### config.mk
export PLATFORM = sky130hd
export DESIGN_NAME = capture_trigger_fe
export DESIGN_NICKNAME = d
export VERILOG_FILES = /design/src/rtl/pdh_capture_pkg.sv /design/src/rtl/posedge_detector.sv /design/src/rtl/trig_crossing_detector.sv /design/src/rtl/capture_trigger_fe.sv
export SDC_FILE = /design/constraint.sdc
export NUM_CORES = 1
export LEC_CHECK = 0
export BUFFER_PORTS_ARGS = -buffer_cell sky130_fd_sc_hd__buf_4
export CAP_MARGIN = 20
export CORE_MARGIN = 2
export CORE_UTILIZATION = 44
export CTS_BUF_LIST = sky130_fd_sc_hd__clkbuf_4
export CTS_CLUSTER_SIZE = 40
export DETAILED_ROUTE_END_ITERATION = 8
export PLACE_DENSITY = 0.66
export SLEW_MARGIN = 20
export SYNTH_ARGS = -nofsm -noshare
export SYNTH_HDL_FRONTEND = slang
export SYNTH_SLANG_ARGS = --single-unit
### constraint.sdc
create_clock -name pdh_clk -period 17.45 [get_ports pdh_clk]
set_input_delay 5.235 -clock pdh_clk [delete_from_list [all_inputs] [get_ports pdh_clk]]
set_output_delay 5.235 -clock pdh_clk [all_outputs]
set_load 0.05 [all_outputs]
### src/rtl/pdh_capture_pkg.sv
// rtl/pdh_capture_pkg.sv - shared types and helpers for the PDH capture front end
// Contents:
//   trig_mode_t : trigger mode as programmed in the register file
//   fe_state_t  : front-end FSM state, encoding visible through the status register
//   N_CH        : number of packed PDH channels
//   ch_lsb()    : bit offset of a channel inside the packed sample word
package pdh_capture_pkg;

    localparam int N_CH = 4;

    typedef enum logic [1:0] {
        IMMEDIATE = 2'd0,
        RISING    = 2'd1,
        FALLING   = 2'd2,
        EITHER    = 2'd3
    } trig_mode_t;

    typedef enum logic [2:0] {
        IDLE      = 3'd0,
        HOLDOFF   = 3'd1,
        WAIT_TRIG = 3'd2,
        WAIT_BUSY = 3'd3,
        WAIT_DONE = 3'd4,
        DONE      = 3'd5
    } fe_state_t;

    // Channel n occupies bits [n*ch_w +: ch_w] of the packed word.
    function automatic int unsigned ch_lsb(input logic [1:0] ch, input int unsigned ch_w);
        return ch_w * 32'(ch);
    endfunction

endpackage

### src/rtl/posedge_detector.sv
// rtl/posedge_detector.sv - single-flop rising-edge detector
// Ports:
//   pdh_clk, rst_i : clock, async active-high reset
//   sig_i          : level input
//   edge_o         : high in the cycle where sig_i is 1 and was 0 on the previous edge
module posedge_detector (
    input  logic pdh_clk,
    input  logic rst_i,
    input  logic sig_i,
    output logic edge_o
);

    logic sig_q;

    always_ff @(posedge pdh_clk or posedge rst_i) begin
        if (rst_i) begin
            sig_q <= 1'b0;
        end else begin
            sig_q <= sig_i;
        end
    end

    assign edge_o = sig_i & ~sig_q;

endmodule

### src/rtl/trig_crossing_detector.sv
// rtl/trig_crossing_detector.sv - sample history and signed level-crossing relations
// Ports:
//   pdh_clk, rst_i : clock, async active-high reset
//   sample_i       : selected channel sample (signed)
//   level_i        : latched trigger threshold (signed)
//   rising_o       : prev < level and cur >= level
//   falling_o      : prev > level and cur <= level
//   prev_valid_o   : prev holds a real sample (second cycle after reset onward)
module trig_crossing_detector #(
    parameter int CH_W = 16
) (
    input  logic                   pdh_clk,
    input  logic                   rst_i,
    input  logic signed [CH_W-1:0] sample_i,
    input  logic signed [CH_W-1:0] level_i,
    output logic                   rising_o,
    output logic                   falling_o,
    output logic                   prev_valid_o
);

    logic signed [CH_W-1:0] cur_q;
    logic signed [CH_W-1:0] prev_q;
    logic                   cur_valid_q;
    logic                   prev_valid_q;

    always_ff @(posedge pdh_clk or posedge rst_i) begin
        if (rst_i) begin
            cur_q        <= '0;
            prev_q       <= '0;
            cur_valid_q  <= 1'b0;
            prev_valid_q <= 1'b0;
        end else begin
            cur_q        <= sample_i;
            prev_q       <= cur_q;
            cur_valid_q  <= 1'b1;
            prev_valid_q <= cur_valid_q;
        end
    end

    // Raw relations only; the consumer qualifies them with prev_valid_o so a
    // cleared history register cannot fake a crossing right after reset.
    // A current sample equal to the level counts as crossed, a previous one does not.
    assign rising_o     = (prev_q < level_i) && (cur_q >= level_i);
    assign falling_o    = (prev_q > level_i) && (cur_q <= level_i);
    assign prev_valid_o = prev_valid_q;

endmodule

### src/rtl/capture_trigger_fe.sv
// rtl/capture_trigger_fe.sv - PDH sample packer, time alignment and arm/holdoff/trigger FSM
// Ports:
//   pdh_clk, rst_i          : capture clock, async active-high reset
//   samples_i               : {ch3,ch2,ch1,ch0}, one new sample set per cycle
//   arm_i                   : arm request level, rising edge arms
//   trig_mode_i             : 0 immediate, 1 rising, 2 falling, 3 either
//   trig_src_i              : channel compared against the level
//   trig_level_i            : signed trigger threshold
//   holdoff_i               : cycles during which triggers are ignored after arm
//   transaction_complete_i  : capture-finished flag from the BRAM controller
//   capture_en_o            : registered enable to the BRAM controller
//   pack_o                  : packed word to the BRAM controller, samples_i delayed 1+ALIGN_DLY
//   state_o                 : FSM state for the status register
//   trig_count_o            : saturating count of triggers fired since reset
module capture_trigger_fe
    import pdh_capture_pkg::*;
#(
    parameter int CH_W      = 16,
    parameter int ALIGN_DLY = 2,
    parameter int HO_W      = 16
) (
    input  logic                   pdh_clk,
    input  logic                   rst_i,
    input  logic [N_CH*CH_W-1:0]   samples_i,
    input  logic                   arm_i,
    input  logic [1:0]             trig_mode_i,
    input  logic [1:0]             trig_src_i,
    input  logic [CH_W-1:0]        trig_level_i,
    input  logic [HO_W-1:0]        holdoff_i,
    input  logic                   transaction_complete_i,
    output logic                   capture_en_o,
    output logic [N_CH*CH_W-1:0]   pack_o,
    output logic [2:0]             state_o,
    output logic [15:0]            trig_count_o
);

    localparam int PIPE = 1 + ALIGN_DLY;

    // ---------------- data path: free-running delay line ----------------
    // The extra ALIGN_DLY stages match the trigger path (history register plus
    // fire register) so the first word written after capture_en_o rises is the
    // sample that caused the trigger.
    logic [N_CH*CH_W-1:0] pipe_q [PIPE];

    always_ff @(posedge pdh_clk or posedge rst_i) begin
        if (rst_i) begin
            for (int i = 0; i < PIPE; i++) pipe_q[i] <= '0;
        end else begin
            pipe_q[0] <= samples_i;
            for (int i = 1; i < PIPE; i++) pipe_q[i] <= pipe_q[i-1];
        end
    end

    assign pack_o = pipe_q[PIPE-1];

    // ---------------- latched configuration ----------------
    fe_state_t        state_q, state_d;
    trig_mode_t       mode_q;
    logic [1:0]       src_q;
    logic [CH_W-1:0]  level_q;
    logic [HO_W-1:0]  ho_cnt_q;

    logic             arm_edge;
    logic             arm_accept;
    logic             fire;
    logic             rising_raw, falling_raw, prev_valid;
    logic             rising, falling;
    logic             ho_last;
    logic [CH_W-1:0]  sel_sample;

    posedge_detector u_arm_edge (
        .pdh_clk (pdh_clk),
        .rst_i   (rst_i),
        .sig_i   (arm_i),
        .edge_o  (arm_edge)
    );

    assign sel_sample = samples_i[ch_lsb(src_q, CH_W) +: CH_W];

    trig_crossing_detector #(.CH_W(CH_W)) u_xing (
        .pdh_clk      (pdh_clk),
        .rst_i        (rst_i),
        .sample_i     (sel_sample),
        .level_i      (level_q),
        .rising_o     (rising_raw),
        .falling_o    (falling_raw),
        .prev_valid_o (prev_valid)
    );

    assign rising  = prev_valid & rising_raw;
    assign falling = prev_valid & falling_raw;

    // A holdoff of N keeps HOLDOFF for N cycles, with a floor of one cycle
    // for N=0, so the exit test looks at the count that is about to expire.
    assign ho_last = (ho_cnt_q <= HO_W'(1));

    // ---------------- FSM next state ----------------
    always_comb begin
        state_d    = state_q;
        arm_accept = 1'b0;
        fire       = 1'b0;
        case (state_q)
            IDLE, DONE: begin
                if (arm_edge) begin
                    arm_accept = 1'b1;
                    state_d    = HOLDOFF;
                end
            end
            HOLDOFF: begin
                if (ho_last) state_d = WAIT_TRIG;
            end
            WAIT_TRIG: begin
                case (mode_q)
                    IMMEDIATE: fire = 1'b1;
                    RISING:    fire = rising;
                    FALLING:   fire = falling;
                    default:   fire = rising | falling;
                endcase
                if (fire) state_d = WAIT_BUSY;
            end
            // A complete flag left high by the previous capture must drop
            // before the new capture's completion can be recognised.
            WAIT_BUSY: begin
                if (!transaction_complete_i) state_d = WAIT_DONE;
            end
            WAIT_DONE: begin
                if (transaction_complete_i) state_d = DONE;
            end
            default: state_d = IDLE;
        endcase
    end

    // ---------------- registered state, outputs, counters ----------------
    always_ff @(posedge pdh_clk or posedge rst_i) begin
        if (rst_i) begin
            state_q      <= IDLE;
            capture_en_o <= 1'b0;
            trig_count_o <= '0;
            ho_cnt_q     <= '0;
            mode_q       <= IMMEDIATE;
            src_q        <= '0;
            level_q      <= '0;
        end else begin
            state_q      <= state_d;
            // Enable is high exactly while the capture is in flight, so the
            // controller sees a single rising edge per capture.
            capture_en_o <= (state_d == WAIT_BUSY) || (state_d == WAIT_DONE);
            if (fire && (trig_count_o != 16'hFFFF)) begin
                trig_count_o <= trig_count_o + 16'd1;
            end
            if (arm_accept) begin
                mode_q   <= trig_mode_t'(trig_mode_i);
                src_q    <= trig_src_i;
                level_q  <= trig_level_i;
                ho_cnt_q <= holdoff_i;
            end else if ((state_q == HOLDOFF) && (ho_cnt_q != '0)) begin
                ho_cnt_q <= ho_cnt_q - HO_W'(1);
            end
        end
    end

    assign state_o = state_q;

endmodule

==> results of run 1 <==
==> power groups by stage <==
stage	clock network, mW	registers (mW)	logic, mW
floorplan	0	0.802	0.316
finish	0.533	0.813	0.392
CTS	0.558	0.816	0.399
global placement	0	0.825	0.392
global route	0.595	0.828	0.448
detailed placement	0	0.827	0.396
==> worst min path at each step <==
stage,from,endpoint,slack [ns],cells past startpoint
final,pipe_q[187],pipe_q[123],0.33,0
after global routing,pipe_q[71],pack_o[7],0.32,0
after CTS,pipe_q[71],pack_o[7],0.32,0
after detailed placement,pipe_q[75],pack_o[11],0.33,0
after global placement,pipe_q[129],pipe_q[65],0.33,0
after floorplan,pipe_q[64],pack_o[0],0.33,0
==> cells in the final DEF, fill, tap and decap left out, drive strengths merged, types with 14 or more instances in the layout <==
cell type	n
nand4	14
inv	27
a21oi	33
clkbuf	96
xnor2	26
mux4	16
clkinv	14
nand2	18
buf	192
ha	35
dfrtp	283
mux2	22
nor2	30
==> area by class of cell <==
class	count	area share
sequential	283	0.584
multi-input combinational	270	0.188
timing repair buffer	192	0.119
clock buffer	96	0.0594
tap	285	0.0294
clock inverter	19	0.0124
inverter	25	0.00835
antenna	1	0.000206
==> logic make-up after synthesis <==
logic type	Yosys count	synth area share
other	1	0.000376
AND/OR/NAND/NOR	108	0.0597
adder cells (fa/ha/maj)	35	0.0439
buffers and inverters	101	0.0628
flip-flops	283	0.709
multiplexers	40	0.0633
AO/OA/AOI/OAI	55	0.0336
XOR/XNOR	31	0.0272
==> layer usage <==
layer,track usage,routed length (um),up-vias
li1,-,-,2584
met1,0.208,7860,2681
met2,0.226,7950,165
met3,0.0558,1340,27
met4,0.0767,389,0
met5,0,0,-
==> sequential cells by signal (all words and copies together) (netlist names), 2 cells and up <==
name / flops
level_q: 16
state_o: 3
pack_o: 64
trig_count_o: 16
u_xing.cur_q: 16
u_xing.prev_q: 16
mode_q: 2
pipe_q: 128
src_q: 2
ho_cnt_q: 16
==> metrics by stage <==
| stage | power (mW) | util | area [um^2] |
|---|---|---|---|
| 2_1_floorplan | 1.12 | - | 9980 |
| 3_3_place_gp | 1.22 | 0.502 | 11300 |
| 3_5_place_dp | 1.22 | 0.502 | 11300 |
| 4_1_cts | 1.77 | 0.541 | 12100 |
| 5_1_grt | 1.87 | 0.541 | 12100 |
| 6_report | 1.74 | 0.541 | 12100 |
==> run metrics, run 1 <==
largest net degree at the start of global routing 141; Flop pwr share 0.468; fmax 152 MHz; clock group share of total power 0.306; final worst setup slack 10.85 ns; TritonRoute pass-1 iters 6; register area 7080 um^2; CP max stage delay 0.47 ns; FF-to-FF End trig_count_o[1]; Synth Net Count 793; final setup skew 0.0456 ns; share of layout cells above drive strength 1 0.393; initial antenna violation count 1; Placed Cells incl. Taps 1055; post-synthesis sequential area ratio 0.709; Worst Path Max Fanout 8; PostCTS Resize Cnt 0; Avg Synthesized Cell Area 15.3 um^2; Sw Share 0.297; die width 155 um; Synth top area share 0.709; All-Layer GR Usage 0.155; maximum clock insertion buffer count 3; vias 5457; H-tree depth 3; FF-to-FF Start level_q[11]; aggregate global routing overflow 0; Remaining DRCs 0; Switch Pwr 517 uW; area taken by multi-input logic gates 2280 um^2; fill cell count 1911; status completed; top cells by area, synth dfrtp_1 (71%), buf_4 (4.8%), ha_1 (4.4%); Vias/cell 4.66; Worst Path Buf+Inv 1; Combinational Power Share 0.226; first-pass GRT wire length 29200 um; Worst-Margin Slew 0.951 ns; most common cell in the netlist dfrtp_1; WP depth 1; data arrival time of the worst path 1.36 ns; CP endpoint state_o[0]; Post-Route WL 17500 um; max_cap viols 0; Worst Reg-to-Reg Cells 12; clock tree from TritonCTS yes; total CTS buffers 72; clock sink count 283; Min-Delay Path Class flop to flop; R2R Setup Slk 14.32 ns; launch point of the worst path state_o[0]; Final ANT Viol Nets 0; Int Power 1.22 mW; post-DP HPWL 11700 um; number of setup buffers added after CTS 0; Post-Layout Cell Count 1171; CP top delay family flip-flops; VDD IR max 0.0000622 V; flops & latches, synth 283; PwrDens 143 nW/um^2; Critical Path Sink Type primary output; Root Buffer clkbuf_4; Fin Setup TNS 0 ns; setup slack after placement 10.35 ns; Post-synth top flop dfrtp_1; Hold Slack 0.332 ns; Critical Path Start Type flop; CP cell instances buf_4; worst setup path class flop to primary output; die area 23900 um^2; Die H 155 um; Synth Cell Area 9980 um^2; Max-slew headroom 0.366; port buffer count 187; starting density of the core 0.445; RSZ-0062 raised after global routing no; DRT iter0 DRCs 139; dominant cell type by area after synthesis dfrtp_1; EDFF count, synth 0; cts hold-fix bufs 0; minimum clock period 6.60 ns; synth-to-layout area growth 21.5%; synth warn 0; CP max-delay cell dfrtp_1; Cells after Synth 654; number of global-route vias before repair 5902; std cell rows 55; CP required 12.21 ns; Cell variety after synth 54; Synth top cells by count dfrtp_1 (283), buf_4 (64), ha_1 (35), a21oi_1 (32), nor2_1 (30); Final Cycle Share 0.378; wire per inst 15.0 um; clock latency on the worst-skew pair 0.65 ns; Top-Level Pins 188; core region area 22400 um^2; Final Hold Violating Endpoints 0; count of pins over their slew limit 0; Routability Congestion 0.794; final setup violation count 0; Reg clk slew, reported paths 0.06 ns; Post-synth ARST share 1.00; Final #Nets 983; Leak 5.75 nW
No activity file was read; power rests on OpenSTA's default activity.
==> run 2: changes to the inputs <==
--- a/config.mk
+++ b/config.mk
@@ -12,7 +12,7 @@
 export CTS_BUF_LIST = sky130_fd_sc_hd__clkbuf_4
 export CTS_CLUSTER_SIZE = 40
 export DETAILED_ROUTE_END_ITERATION = 8
-export PLACE_DENSITY = 0.66
+export PLACE_DENSITY = 0.68
 export SLEW_MARGIN = 20
 export SYNTH_ARGS = -nofsm -noshare
 export SYNTH_HDL_FRONTEND = slang
==> constraint.sdc (replaced) <==
create_clock -name pdh_clk -period 5.4 [get_ports pdh_clk]
set_input_delay 1.62 -clock pdh_clk [delete_from_list [all_inputs] [get_ports pdh_clk]]
set_output_delay 1.62 -clock pdh_clk [all_outputs]
set_load 0.05 [all_outputs]
==> run 2 against run 1 <==
Design area is 0.63% higher. First-iteration DRC count is 26% higher. Wire length is 1.5% higher. Core utilization is 0.34 points higher. Total power grew to 3.3 times the previous value. Sequential share of layout area is 0.36 points lower. Clock power grew to 3.3 times the previous value. Final cell count is 0.43% higher. Critical path type is now flop to flop. Critical endpoint is now trig_count_o[1]. Largest power group unchanged. Highest routed layer unchanged.
==> run metrics, run 2 (synthesis gave the netlist of run 1 again) <==
most frequent cells in the layout dfrtp_1 (283), buf_4 (191), clkbuf_4 (103); Final Hold Violating Endpoints 0; Critical Path Start Type flop; Top-Level Pins 188; Vias/cell 4.63; Final Cycle Share 0.571; Routability Congestion 0.768; Flop pwr share 0.463; Min-Delay Path Class flop to flop; maximum clock insertion buffer count 3; Combinational Power Share 0.227; die area 23900 um^2; PwrDens 465 nW/um^2; status completed; synth-to-layout area growth 22.3%; clock latency on the worst-skew pair 0.66 ns; most flop-heavy register pipe_q; core region area 22400 um^2; Post-Route WL 17800 um; Max-slew headroom 0.290; first-pass GRT wire length 29300 um; worst setup path class flop to flop; Leak 5.78 nW; CP max-delay cell nor4_1; PostCTS Resize Cnt 0; max reg flops 128; die width 155 um; fmax 324 MHz; count of pins over their slew limit 0; data arrival time of the worst path 3.57 ns; initial antenna violation count 1; clock sink count 283; wire per inst 15.1 um; Util after Layout 0.544; aggregate global routing overflow 0; number of setup buffers added after CTS 0; All-Layer GR Usage 0.157; Worst Path Buf+Inv 2; share of layout cells above drive strength 1 0.398; CP top delay family simple AND/OR/NAND/NOR gates; post-DP HPWL 12200 um; final setup skew 0.0541 ns; Worst Path Max Fanout 17; TritonRoute pass-1 iters 4; commonest non-fill, non-tap cell in the layout dfrtp_1; Final ANT Viol Nets 0; Sw Share 0.295; largest net degree at the start of global routing 103; port buffer count 187; Die H 155 um; Critical Path Sink Type flop; starting density of the core 0.445; max_cap viols 0; Int Power 4.00 mW; std cell rows 55; Switch Pwr 1.67 mW; DRT iter0 DRCs 175; CP required 5.89 ns; clock tree from TritonCTS yes; Root Buffer clkbuf_4; Remaining DRCs 0; RSZ-0062 raised after global routing no; Fin Setup TNS 0 ns; vias 5444; number of global-route vias before repair 5891; cts hold-fix bufs 0; H-tree depth 3; clock group share of total power 0.310; Worst-Margin Slew 1.07 ns; Reg clk slew, reported paths 0.07 ns; total CTS buffers 73; CP cell instances inv_1 -> ha_1 -> nand4_1 -> nor3_2 -> a21boi_1 -> nor4_1 -> mux2i_2 -> xnor2_1 -> a221oi_2 -> buf_4 -> nand2_2 -> mux2_1; Final #Nets 986; VDD IR max 0.000202 V; minimum clock period 3.08 ns; final setup violation count 0; CP max stage delay 0.39 ns
==> run 2: cell count changes in the layout (fill, tap and decap cells not counted), sizes merged <==
cell / previous run / this run
clkbuf: 96 / 103
buf: 192 / 194
inv: 27 / 24
clkinv: 14 / 10
clkinvlp: 1 / 4
==> run 2: per-layer routing <==
layer  up-vias  routed length, um  global-route usage
met5         -                  0                   0
met1      2656               7900               0.209
li1       2590                  -                   -
met3        32               1290              0.0549
met4         0                395              0.0776
met2       166               8220               0.230
==> run 2: final timing paths <==
| check | startpoint | end | slack, ns | cells after the start |
|---|---|---|---|---|
| worst max-delay path | level_q[10] | trig_count_o[1] | 2.32 | 12 |
| worst min-delay path | pipe_q[139] | pipe_q[75] | 0.31 | 0 |
| worst max register to register | level_q[10] | trig_count_o[1] | 2.32 | 12 |
| worst min register to register | pipe_q[139] | pipe_q[75] | 0.31 | 0 |
| max in group asynchronous | rst_i | pipe_q[191] | 3.22 | 3 |
| min in group asynchronous | rst_i | level_q[10] | 1.16 | 2 |
==> run 2: layout make-up <==
| class | count | area (um^2) |
|---|---|---|
| well taps | 285 | 357 |
| multi-input cells | 270 | 2280 |
| clock inverters | 15 | 125 |
| clock buffers | 103 | 773 |
| diodes | 1 | 2.50 |
| fillers | 1862 | 10200 |
| repair buffers | 194 | 1490 |
| flip-flops and latches | 283 | 7080 |
| inverters | 25 | 97.6 |
==> run 2: power groups by stage <==
stage                     clock (mW)  combinational [mW]  sequential, mW
after floorplan                    0                1.02            2.59
after global placement             0                1.28            2.66
after detailed placement           0                1.29            2.67
after CTS                       1.84                1.31            2.63
after global routing            1.97                1.45            2.67
final                           1.76                1.29            2.63
==> run 2: stage by stage <==
| stage | total power [mW] | hold WS, ns | instances | worst slack, ns | instance area, um^2 |
|---|---|---|---|---|---|
| finish | 5.68 | 0.314 | 1176 | 2.32 | 12200 |
| floorplan | 3.61 | 0.331 | 654 | 0.0307 | 9990 |
| global placement | 3.94 | 0.331 | 1057 | 2.07 | 11300 |
| global route | 6.09 | 0.334 | 1176 | 2.14 | 12200 |
| CTS | 5.79 | 0.313 | 1175 | 2.29 | 12200 |
| detailed placement | 3.96 | 0.335 | 1057 | 2.07 | 11300 |
==> run 2: worst reg2reg max path, stage by stage (launching register included) <==
cell,delay [ns]
dfrtp_1,0.34
inv_1,0.06
ha_1,0.31
nand4_1,0.16
nor3_2,0.08
a21boi_1,0.13
nor4_1,0.39
mux2i_2,0.37
xnor2_1,0.15
a221oi_2,0.25
buf_4,0.26
nand2_2,0.09
mux2_1,0.32
